===== src/rtl/lfsr_stream.sv =====
// rtl/lfsr_stream.sv - Fibonacci LFSR word generator with valid/ready output.
// Define LFSR_STREAM_LOCKUP_EN to replace zero seeds with 1 and flag them on lockup.
module lfsr_stream #(
  parameter int NBITS = 8,
  parameter int WBITS = 4
) (
  input  logic             clk,
  input  logic             rst,
  input  logic             load,
  input  logic [NBITS-1:0] seed,
  input  logic [NBITS-1:0] tap,
  input  logic             en,
  output logic             out_val,
  input  logic             out_rdy,
  output logic [WBITS-1:0] out_data,
  output logic             lockup
);

  localparam int CW = (WBITS > 1) ? $clog2(WBITS) : 1;
  localparam logic [CW-1:0] CNT_LAST = CW'(WBITS - 1);

  typedef enum logic [1:0] {IDLE, FILL, FULL} state_t;

  state_t           st, st_n;
  logic [NBITS-1:0] q, q_n, q_step, seed_eff;
  logic [NBITS-1:1] tap_q, tap_n;
  logic [CW-1:0]    cnt, cnt_n;
  logic             val_n;
  logic [WBITS-1:0] data_n;
  logic             fb;
  logic             tap0_unused;

  // Bit 0 always feeds back, so its mask bit carries no information.
  assign tap0_unused = tap[0];
  assign fb          = q[0] ^ (^(q[NBITS-1:1] & tap_q));
  assign q_step      = {fb, q[NBITS-1:1]};

`ifdef LFSR_STREAM_LOCKUP_EN
  logic lock_q;
  assign seed_eff = (seed == '0) ? NBITS'(1) : seed;
  assign lockup   = lock_q;

  always_ff @(posedge clk or negedge rst) begin
    if (!rst) begin
      lock_q <= 1'b0;
    end else if (load) begin
      lock_q <= (seed == '0);
    end
  end
`else
  assign seed_eff = seed;
  assign lockup   = 1'b0;
`endif

  always_comb begin
    st_n   = st;
    q_n    = q;
    tap_n  = tap_q;
    cnt_n  = cnt;
    val_n  = out_val;
    data_n = out_data;
    if (load) begin
      q_n   = seed_eff;
      tap_n = tap[NBITS-1:1];
      cnt_n = '0;
      val_n = 1'b0;
      st_n  = FILL;
    end else begin
      unique case (st)
        IDLE: ;
        FILL: begin
          if (en) begin
            q_n         = q_step;
            data_n[cnt] = q[0];
            if (cnt == CNT_LAST) begin
              cnt_n = '0;
              val_n = 1'b1;
              st_n  = FULL;
            end else begin
              cnt_n = cnt + CW'(1);
            end
          end
        end
        FULL: begin
          if (out_rdy) begin
            if (en) begin
              q_n       = q_step;
              data_n[0] = q[0];
              if (WBITS == 1) begin
                cnt_n = '0;
              end else begin
                cnt_n = CW'(1);
                val_n = 1'b0;
                st_n  = FILL;
              end
            end else begin
              cnt_n = '0;
              val_n = 1'b0;
              st_n  = FILL;
            end
          end
        end
        default: st_n = IDLE;
      endcase
    end
  end

  always_ff @(posedge clk or negedge rst) begin
    if (!rst) begin
      st       <= IDLE;
      q        <= '0;
      tap_q    <= '0;
      cnt      <= '0;
      out_val  <= 1'b0;
      out_data <= '0;
    end else begin
      st       <= st_n;
      q        <= q_n;
      tap_q    <= tap_n;
      cnt      <= cnt_n;
      out_val  <= val_n;
      out_data <= data_n;
    end
  end

endmodule

===== config.mk =====
export PLATFORM = sky130hd
export DESIGN_NAME = lfsr_stream
export DESIGN_NICKNAME = d
export VERILOG_FILES = /design/src/rtl/lfsr_stream.sv
export SDC_FILE = /design/constraint.sdc
export NUM_CORES = 1
export LEC_CHECK = 0
export CELL_PAD_IN_SITES_DETAIL_PLACEMENT = 1
export CELL_PAD_IN_SITES_GLOBAL_PLACEMENT = 2
export CORE_MARGIN = 3
export CORE_UTILIZATION = 33
export DETAILED_ROUTE_END_ITERATION = 7
export GPL_TIMING_DRIVEN = 1
export PLACE_DENSITY = 0.8
export SYNTH_ARGS = -nofsm -noshare
export SYNTH_HDL_FRONTEND = slang
export SYNTH_SLANG_ARGS = --single-unit

===== constraint.sdc =====
create_clock -name clk -period 4.32 [get_ports clk]
set_clock_uncertainty 0.15 [all_clocks]
set_input_delay 1.08 -clock clk [delete_from_list [all_inputs] [get_ports clk]]
set_output_delay 1.08 -clock clk [all_outputs]
set_load 0.02 [all_outputs]

# Word-level counts from Yosys, hierarchy flattened
# Index checks and enable logic that the tools add are counted.
# totals
reg_bits,24
elab_cells,61
in_bits,21
out_inout_bits,6
# classes
reduce_logical,11
mux,27
n_lt_le_gt_ge,2
n_addsub,1
n_bitwise,3
n_eq_ne,10
# op_table
operator,count
$mux 8,3
$mux 2,8
$pmux 8 s2,1
$mux 1,9
$ne 3x3->1 const B,3
$ne 2x2->1 const B,4
$reduce_and 4->1,2
$and 7x7->7,1
$reduce_xor 7->1,1
$pmux 2 s3,1
$reduce_and 3->1,2
$reduce_and 5->1,1
$bwmux 4,1
$eq 2x2->1 const B,2
$pmux 1 s2,2
$pmux 2 s2,1
$lt 2x3->1 const B,1
$reduce_bool 3->1,1
$add 2x1->2 const B,1
$demux 1 s2,1
$eq 2x1->1 const B,1
$ge 2x1->1 const B,1
$logic_not 2->1,1
$reduce_and 2->1,1
other kinds (4),4

# Longest topological paths before layout
# depth
ltp_word,7
depth_mapped,6
depth_no_buf,5

# Worst setup path after synthesis
# OpenSTA, ideal clock, no wires.
# synth_timing
kind,input to register
from,in out_rdy
to,reg out_data[0]
slack_ns,1.983
t_arrival_ns,2.062
cell_stages,6
n_path_buf,1
path_cell_list,and3b_2 o21ai_2 or2_1 buf_6 nor2_4 mux2_4
# synth_between
elab_chain_len,2
# synth_rtl
element,line_no,source
from (decl),14,"input logic out_rdy,"
$ne 2x2->1 (no source line),--,
$reduce_and 5->1 (no source line),--,
to (signal assigned),122,out_data <= data_n;
to (decl),15,"output logic [WBITS-1:0] out_data,"
# No other way between the ends.
# A chain may end at the register's enable or synchronous reset.

# Final worst setup path
# Same ends and word-level chain as after synthesis.

==> run summary <==
The flow ran to the end, and the final reports show no timing, DRC or antenna violations. The die is 66.27 um tall. In the final routed layout, each cell accounts on average for 13.13 um. The tools report the global-route wire length before repair as 4008 um.

The tools report the number of antenna violations at the first check in global routing as 0. The power per cell area came out at 408.4 nW/um^2. The floorplan step defined a die boundary enclosing 4392 um^2. The post-detailed-route count of antenna-violating nets is 0, and the biggest fanout along the worst timing path is 9. The combinational share of power is 28.2%.

After synthesis the cells add up to 1199 um^2. The via count of the first global-routing pass is 869, and the critical path arrival is 2.64 ns. Compared with the post-synthesis result, the final layout area differs by 27.35%. The number of max-cap violations is 0.

The total nets after synthesis is 138, and the post-synthesis cell type count is 30. The worst pin sits at a relative slew slack of 28.51%. Global routing finished with a remaining overflow of 0. Setup violations remaining at the end of the flow were counted as 0. The die is 66.27 um wide. The launch instance of the worst min-delay path is out_data[2].

The leakage power of the design is 0.6547 nW. The clock reaches the later pin of the worst-skew pair after 0.32 ns. The register clock-pin slew on the reported worst setup and hold paths works out to 0.13 ns. Once placement finished, the instance area stood at 1474 um^2.

The clock passes through at most 2 buffers. The worst setup path is captured at a register. Buffers placed on the I/O ports in this run total 24. Detailed routing inserted a total of 863 vias. Worst vdd rail ir drop: 196.7 uV. The Yosys step of the flow raised 0 warnings. The worst register-to-register path begins at st[1]. The part of the power in the clock network was 26.0%; the post-CTS setup buffer count was 0. The fraction of registers with async set or reset after synthesis is 100.0%, and the via density per instance is 4.716. Entering global routing, the biggest net connects 25 pins. The proportion of synthesized chip area in sequential cells was 50.10%. Gates resized during post-CTS repair numbered 0. The detailed router's first-iteration violation count was 20.

Cell internal power was estimated by the tool at 0.0004500 W. The deepest level of the CTS H-tree is 1, and the number of synthesized register bits is 24. In this run the power spent charging and discharging nets is 0.0001734 W.

The run gives 24 as the clock sink count. In the layout the commonest cells are sky130_fd_sc_hd__dfrtp_1, sky130_fd_sc_hd__clkdlybuf4s50_1, sky130_fd_sc_hd__nand2_1, sky130_fd_sc_hd__inv_1. Setup repair after global routing left no endpoint under its margin. The relative contribution of sequential cells to total power was 45.8%; the number of synthesized flops with an enable pin was 0. Once the floorplan was initialized, standard cells occupied 35.09% of the core. The setup path with the least slack is of type primary input to register. TritonCTS built the clock tree. After layout, the minimum clock period comes to 2.566 ns. Net switching is 27.82% of the power. The critical path starts at out_rdy. Hold buffer count at cts: 0. The I/O pin total was 27; the pin slew with the least headroom to its limit was 1.069 ns. The number of antenna diodes in the final layout is 0. The tools report the final-report hold violation count as 0. With fillers left out, the area of the finished cells amounts to 1526 um^2. The run gives 1782 um as the sum of net half-perimeters after detailed placement. The data required time of the critical path is 4.39 ns, and the global router's overall resource usage is 11.91%. In the routed design, unresolved DRC markers number 0. The final critical path takes up 59.40% of the cycle.

The min-delay analysis places its worst path in the category register to register. The core region is 3416 um^2. Adding up every negative setup slack in the final design gives 0 ns. The top flip-flop cell by instance count after synthesis is sky130_fd_sc_hd__dfrtp_1. The CTS buffer count was 3. The congestion estimate from routability-driven global placement came to 0.7478. The max-slew violation count was 0; the total iterations of the first detailed-routing run was 4. The cell count after synthesis was 113; the routed wire length was 2403 um.

The mean post-synth cell area was 10.61 um^2. The CTS root buffer is sky130_fd_sc_hd__clkbuf_4. STA classifies the critical path startpoint as a primary input.

The logs give 163 for the final net count and 0.3897 GHz for the upper clock frequency limit. The run gives 21 as the floorplan row count. Share of layout cells above drive strength 1: 16.06%.
-- kinds of logic after synthesis --
family,synth area share (%)
compound gates,12.11
other cells,0.3129
buf+inv,5.950
simple gates,11.59
xor+xnor,5.115
flops,50.10
mux,10.65
fa+ha+maj,4.176
-- synth_stat cells (2+ instances only) --
library cell               instances  share of area [%]
sky130_fd_sc_hd__o22ai_1           7                3.7
sky130_fd_sc_hd__nor2_1            2               0.63
sky130_fd_sc_hd__nand2_1          15                4.7
sky130_fd_sc_hd__mux2_2           10                9.4
sky130_fd_sc_hd__xor2_1            3                2.2
sky130_fd_sc_hd__ha_1              4                4.2
sky130_fd_sc_hd__dfrtp_1          24                 50
sky130_fd_sc_hd__inv_1            11                3.4
sky130_fd_sc_hd__a21oi_1          10                4.2
sky130_fd_sc_hd__clkbuf_1          2               0.63
sky130_fd_sc_hd__nand2b_1          3                1.6
sky130_fd_sc_hd__xnor2_1           4                2.9
-- power groups by stage --
stage | clock network (W) | registers, W | logic (W)
2_1_floorplan | 0 | 0.000304 | 0.0000893
3_3_place_gp | 0 | 0.000288 | 0.000173
3_5_place_dp | 0 | 0.000291 | 0.000178
4_1_cts | 0.000169 | 0.000286 | 0.000179
5_1_grt | 0.000176 | 0.000292 | 0.000192
6_report | 0.000162 | 0.000285 | 0.000176
-- flip-flops by register name (all words and copies together), names as in the netlist --
name and cells:
st 2, out_data 4, q 8, out_val 1, cnt 2, tap_q 7
-- worst paths after layout --
check | end | slack (ns) | cells after the start
worst max-delay path | out_data[0] | 1.75 | 6
worst min-delay path | out_data[2] | 0.37 | 1
worst max register to register | out_data[0] | 2.51 | 5
worst min register to register | out_data[2] | 0.37 | 1
max in group asynchronous | cnt[0] | 2.21 | 1
min in group asynchronous | tap_q[7] | 1.18 | 1
-- worst max-delay path, cell delays in order --
cell and delay [ns]:
sky130_fd_sc_hd__clkdlybuf4s50_1 0.46, sky130_fd_sc_hd__and3b_2 0.23, sky130_fd_sc_hd__o21ai_2 0.06, sky130_fd_sc_hd__or2_1 0.35
sky130_fd_sc_hd__nor2_4 0.15, sky130_fd_sc_hd__mux2_4 0.29
-- per-stage QoR --
stage          utilization (%)  hold slack [ns]  power (W)  setup slack [ns]  cells
2_1_floorplan                -           0.3306  0.0003936             1.983    113
3_3_place_gp             43.15           0.3381  0.0004617             1.411    179
3_5_place_dp             43.15           0.3470  0.0004686             1.387    179
4_1_cts                  44.69           0.3797  0.0006341             1.745    183
5_1_grt                  44.69           0.4057  0.0006604             1.676    183
6_report                 44.69           0.3719  0.0006234             1.754    183
-- final cells by class --
cell class	instances	area (um^2)
repair buffers	25	247.7
clock buffers	3	22.52
inverters	11	41.29
clock inverters	1	30.03
multi-input cells	73	526.8
fillers	389	1889
well taps	46	57.56
flip-flops and latches	24	600.6
-- metal layers --
layer  part of all wire (%)  vias up  GRT usage, %
li1                       -      426             -
met1                     48      420         16.01
met2                     49       17         19.21
met3                    3.4        0         2.721
met4                      0        0         3.046
met5                      0        -             0
Power figures use the tool's default switching activity.
==> variant 1 (same settings) <==
The option `LFSR_STREAM_LOCKUP_EN` is turned on by a define.
--- a/src/rtl/lfsr_stream.sv
+++ b/src/rtl/lfsr_stream.sv
@@ -1,5 +1,7 @@
 // rtl/lfsr_stream.sv - Fibonacci LFSR word generator with valid/ready output.
 // Define LFSR_STREAM_LOCKUP_EN to replace zero seeds with 1 and flag them on lockup.
+`define LFSR_STREAM_LOCKUP_EN
+
 module lfsr_stream #(
   parameter int NBITS = 8,
   parameter int WBITS = 4
Check against the original RTL: not equivalent (a bounded check fails within 4 cycles, from zero or initial values and one cycle with rst low).
==> variant 1 against the original RTL <==
- sequential cell count increased by 1
- via count increased by 8.0%
- power is 3.5% lower
- synthesized cell count increased by 0.88%
- worst setup slack lost 0.11 ns
- non-clock buffer count rose by 2
- design area up 5.7%
- synthesized area grew 5.6%
- wire length grew 8.3%
- register-to-register slack gained 0.12 ns
- clock power is 14% lower
- sequential power up 3%
- critical path type unchanged
- largest power group unchanged
- highest routed layer is now met4
==> variant 1: results (changes against the original RTL) <==
<table>
<tr><th>Metric</th><th>Value</th></tr>
<tr><th colspan="2">Final layout</th></tr>
<tr><td>Share of cells above drive strength 1</td><td>11.3% (-4.7 points)</td></tr>
<tr><td>Area of all sequential standard cells</td><td>626 um2 (+4.2%)</td></tr>
<tr><td>Filler cell count in the final layout</td><td>400 (+2.8%)</td></tr>
<tr><td>Final net count</td><td>167 (+2.5%)</td></tr>
<tr><th colspan="2">Routing</th></tr>
<tr><td>First-pass detailed-route iteration total</td><td>2 (-2)</td></tr>
<tr><td>Routed wl met2</td><td>1.31 mm (+11%)</td></tr>
<tr><td>Via count</td><td>932 (+8.0%)</td></tr>
<tr><td>Post-DR wirelength/cell</td><td>13.9 um (+6.0%)</td></tr>
<tr><td>Final routed wirelength across all metal layers</td><td>2.60 mm (+8.3%)</td></tr>
<tr><th colspan="2">Clocking</th></tr>
<tr><td>Insertion delay to the later sink of the worst-skew pair</td><td>0.27 ns (-0.05 ns)</td></tr>
<tr><th colspan="2">Status</th></tr>
<tr><td>Status</td><td>finished clean</td></tr>
<tr><th colspan="2">GRT</th></tr>
<tr><td>Global routing usage summed across all routing layers</td><td>12.7% (+0.78 points)</td></tr>
<tr><td>Wire length of the first global-routing pass</td><td>4.33 mm (+8.1%)</td></tr>
<tr><td>Via count of the first global-routing pass</td><td>967 (+11%)</td></tr>
<tr><th colspan="2">Place</th></tr>
<tr><td>DP Area</td><td>1570 um2 (+6.3%)</td></tr>
<tr><td>HPWL reported at the end of detailed placement</td><td>2.03 mm (+14%)</td></tr>
<tr><td>Count of input and output buffers</td><td>25 (+4.2%)</td></tr>
<tr><th colspan="2">Synthesis</th></tr>
<tr><td>Count of cell types in the netlist</td><td>29 (-3.3%)</td></tr>
<tr><td>Synth Instances</td><td>114 (+0.88%)</td></tr>
<tr><td>Commonest cells post-synth</td><td>dfrtp_1, nand2_1, mux2i_1</td></tr>
<tr><td>Synth Net Count</td><td>139 (+0.72%)</td></tr>
<tr><th colspan="2">Setup path</th></tr>
<tr><td>Crit path arrival time</td><td>2.67 ns (+0.03 ns)</td></tr>
<tr><td>Critical path's top delay family</td><td>buffers and inverters</td></tr>
<tr><td>Worst path max stage delay</td><td>0.71 ns (+0.25 ns)</td></tr>
<tr><th colspan="2">Power</th></tr>
<tr><td>Internal power component</td><td>0.000425 W (-5.5%)</td></tr>
<tr><th colspan="2">STA</th></tr>
<tr><td>Slew @ Worst Pin</td><td>0.591 ns (-0.478 ns)</td></tr>
</table>
variant 1: cell count changes after synthesis, moves of 6 or more:
| cell | change |
|---|---|
| a21oi_1 | -6 |
| o22ai_1 | -7 |
| inv_1 | -8 |
| nand2_1 | +6 |
| mux2i_1 | +8 |
| o21ai_1 | +6 |
variant 1: through the flow:
stage                     setup WS (ns)  hold WS, ns
after floorplan                    2.16        0.331
after global placement             1.39        0.321
after detailed placement           1.30        0.328
after CTS                          1.58        0.350
after global routing               1.49        0.368
final                              1.64        0.339
variant 1: layer usage:
| layer | global-route usage (%) | up-vias |
|---|---|---|
| met5 | 0 | - |
| met4 | 2.98 | 0 |
| met3 | 4.11 | 2 |
| met2 | 21.9 | 20 |
| met1 | 15.3 | 467 |
| li1 | - | 443 |
variant 1: final timing paths:
check                            startpoint           to  slack [ns]  cells after the start
worst max register to register        st[1]  out_data[3]        2.63                      5
worst min register to register  out_data[0]  out_data[0]        0.34                      1
worst max-delay path                   load       cnt[1]        1.64                      5
min in group asynchronous               rst  out_data[1]        1.03                      2
max in group asynchronous               rst        st[1]        2.74                      2
worst min-delay path            out_data[0]  out_data[0]        0.34                      1
variant 1: final cells by class:
cell class              count  area share, %
inverters                   3          0.698
flip-flops and latches     25           38.8
clock buffers               3           2.56
well taps                  46           3.57
clock inverters             1          0.310
repair buffers             27           16.4
multi-input cells          82           37.6
variant 1: power by group through the flow:
| stage | Combinational, W | Sequential, W | Clock [W] |
|---|---|---|---|
| after floorplan | 0.0000800 | 0.000313 | 0 |
| after global placement | 0.000168 | 0.000297 | 0 |
| after detailed placement | 0.000171 | 0.000300 | 0 |
| after CTS | 0.000172 | 0.000296 | 0.000146 |
| after global routing | 0.000187 | 0.000301 | 0.000154 |
| final | 0.000169 | 0.000294 | 0.000139 |
variant 1: kinds of logic (layout without fill, tap and decap cells):
kind of cell	Yosys count	in the layout	share of synthesized area (%)
DFF	25	25	49.4
AOI/OAI and AO/OA	15	15	7.91
buffers and inverters	7	34	2.67
adders and majority gates	4	4	3.95
and+or+nand+nor	36	36	14.2
xor gates and xnor gates	7	7	4.84
muxes	20	20	17.0
==> variant 2 (same flow settings) <==
Made on the original files. Encoding of `state_t`: now one-hot (3 bits for 3 states).
--- a/src/rtl/lfsr_stream.sv
+++ b/src/rtl/lfsr_stream.sv
@@ -19,7 +19,7 @@
   localparam int CW = (WBITS > 1) ? $clog2(WBITS) : 1;
   localparam logic [CW-1:0] CNT_LAST = CW'(WBITS - 1);
 
-  typedef enum logic [1:0] {IDLE, FILL, FULL} state_t;
+  typedef enum logic [2:0] {IDLE = 3'b001, FILL = 3'b010, FULL = 3'b100} state_t;
 
   state_t           st, st_n;
   logic [NBITS-1:0] q, q_n, q_step, seed_eff;
Check against the original RTL: same outputs for any inputs over 10 cycles, from zero or initial values and one cycle with rst low; not proved beyond that.
==> variant 2 against the original RTL <==
- non-clock buffer count up 1
- final cell count up 7.1%
- sequential cell count up 1
- wire length up 9.2%
- design area up 7.1%
- die area up 7.8%
- hold slack worse by 0.023 ns
- synthesized area up 8.6%
- combinational power up 59%
- worst setup slack worse by 0.093 ns
- power up 21%
- via count up 10%
- critical path depth down 1
- critical endpoint unchanged
==> variant 2: results (changes against the original RTL) <==
<table>
<tr><th>Metric</th><th>Value</th></tr>
<tr><th colspan="2">Synthesis</th></tr>
<tr><td>Commonest cells post-synth</td><td>dfrtp_1, nand2_1, mux2i_1</td></tr>
<tr><td>Main area contributors after synthesis</td><td>dfrtp_1, mux2i_1, mux2_2</td></tr>
<tr><td>Synth Net Count</td><td>149 (+8.0%)</td></tr>
<tr><td>Seq/Total Area, Yosys</td><td>48.2% (-1.9 points)</td></tr>
<tr><td>Count of cell types in the netlist</td><td>31 (+3.3%)</td></tr>
<tr><th colspan="2">Clocking</th></tr>
<tr><td>Register clock-pin slew on the reported worst setup and hold paths</td><td>0.09 ns (-0.04 ns)</td></tr>
<tr><td>Insertion delay to the later sink of the worst-skew pair</td><td>0.26 ns (-0.06 ns)</td></tr>
<tr><th colspan="2">Routing</th></tr>
<tr><td>First-pass detailed-route iteration total</td><td>3 (-1)</td></tr>
<tr><td>Final routed wirelength across all metal layers</td><td>2.63 mm (+9.2%)</td></tr>
<tr><td>Post-detailed-route via-to-cell ratio</td><td>4.86 (+3.1%)</td></tr>
<tr><th colspan="2">Place</th></tr>
<tr><td>HPWL reported at the end of detailed placement</td><td>1.97 mm (+10%)</td></tr>
<tr><td>Count of input and output buffers</td><td>24 (unchanged)</td></tr>
<tr><td>Post-Place Worst Slack</td><td>1.36 ns (-0.0270 ns)</td></tr>
<tr><td>Final estimated routing congestion in global placement</td><td>0.709 (-5.2%)</td></tr>
<tr><th colspan="2">Setup path</th></tr>
<tr><td>Crit path arrival time</td><td>2.66 ns (+0.02 ns)</td></tr>
<tr><td>Highest net fanout along the worst path</td><td>15 (+6)</td></tr>
<tr><th colspan="2">Final layout</th></tr>
<tr><td>Final net count</td><td>174 (+6.7%)</td></tr>
<tr><td>Share of cells above drive strength 1</td><td>12.2% (-3.9 points)</td></tr>
<tr><td>Filler cell count in the final layout</td><td>448 (+15%)</td></tr>
<tr><th colspan="2">GRT</th></tr>
<tr><td>Via count of the first global-routing pass</td><td>1061 (+22%)</td></tr>
<tr><td>Wire length of the first global-routing pass</td><td>4.84 mm (+21%)</td></tr>
<tr><td>Pin count of the biggest net entering global routing</td><td>26 (+4.0%)</td></tr>
<tr><td>Global routing usage summed across all routing layers</td><td>13.7% (+1.8 points)</td></tr>
<tr><th colspan="2">Power</th></tr>
<tr><td>Leakage power total</td><td>0.705 nW (+7.7%)</td></tr>
<tr><td>Max VDD drop</td><td>0.000136 V (-31%)</td></tr>
<tr><td>Fraction of power spent switching nets</td><td>33.7% (+5.9 points)</td></tr>
<tr><th colspan="2">Status</th></tr>
<tr><td>Status</td><td>finished clean</td></tr>
<tr><th colspan="2">STA</th></tr>
<tr><td>Slew @ Worst Pin</td><td>0.525 ns (-0.544 ns)</td></tr>
</table>
variant 2: cell type report:
cell class,instances,share of cell area [%]
clock buffers,3,2.52
clock inverters,1,0.306
repair buffers,26,15.6
inverters,3,0.689
well taps,48,3.67
multi-input cells,90,38.9
flip-flops and latches,25,38.3
variant 2: power groups by stage:
stage / Sequential, W / Clock (W) / Combinational (W)
after floorplan: 0.000342 / 0 / 0.000181
after global placement: 0.000335 / 0 / 0.000273
after detailed placement: 0.000341 / 0 / 0.000283
after CTS: 0.000335 / 0.000148 / 0.000284
after global routing: 0.000344 / 0.000157 / 0.000318
final: 0.000334 / 0.000138 / 0.000279
variant 2: worst paths after layout:
kind	from	to	slack, ns	cells after the start
worst max-delay path	load	out_data[0]	1.66	5
worst min-delay path	out_data[3]	out_data[3]	0.35	1
worst max register to register	st[2]	q[3]	2.62	4
worst min register to register	out_data[3]	out_data[3]	0.35	1
max in group asynchronous	rst	st[0]	2.69	2
min in group asynchronous	rst	st[2]	1.03	2
variant 2: cell families (layout without fill, tap and decap cells):
family	Yosys count	after routing	share of synthesized area (%)
AND/OR/NAND/NOR	41	41	15.6
multiplexers	20	20	16.5
flip-flops	25	25	48.2
adder cells (fa/ha/maj)	4	4	3.85
XOR/XNOR	7	7	4.71
AO/OA/AOI/OAI	17	17	7.88
buffers and inverters	9	33	2.98
other	1	1	0.288
variant 2: per-stage QoR:
step	area [um2]	hold WS [ns]	cells	total power, W
after floorplan	1300	0.331	124	0.000523
after global placement	1590	0.316	192	0.000608
after detailed placement	1590	0.334	192	0.000623
after CTS	1640	0.357	196	0.000768
after global routing	1640	0.377	196	0.000819
final	1640	0.349	196	0.000751
variant 2: worst max-delay path: stages:
cell	delay (ns)
clkdlybuf4s50_1	0.68
nor2_1	0.34
nand2_1	0.09
a21oi_1	0.14
mux2_1	0.33
variant 2: routing by layer:
| metal | global-route usage [%] | wire length, um | up-vias | share of wire [%] |
|---|---|---|---|---|
| li1 | - | - | 464 | - |
| met1 | 17.4 | 1220 | 471 | 46 |
| met2 | 23.5 | 1300 | 16 | 50 |
| met3 | 2.59 | 83 | 2 | 3.2 |
| met4 | 4.38 | 23 | 0 | 0.88 |
| met5 | 0 | 0 | - | 0 |
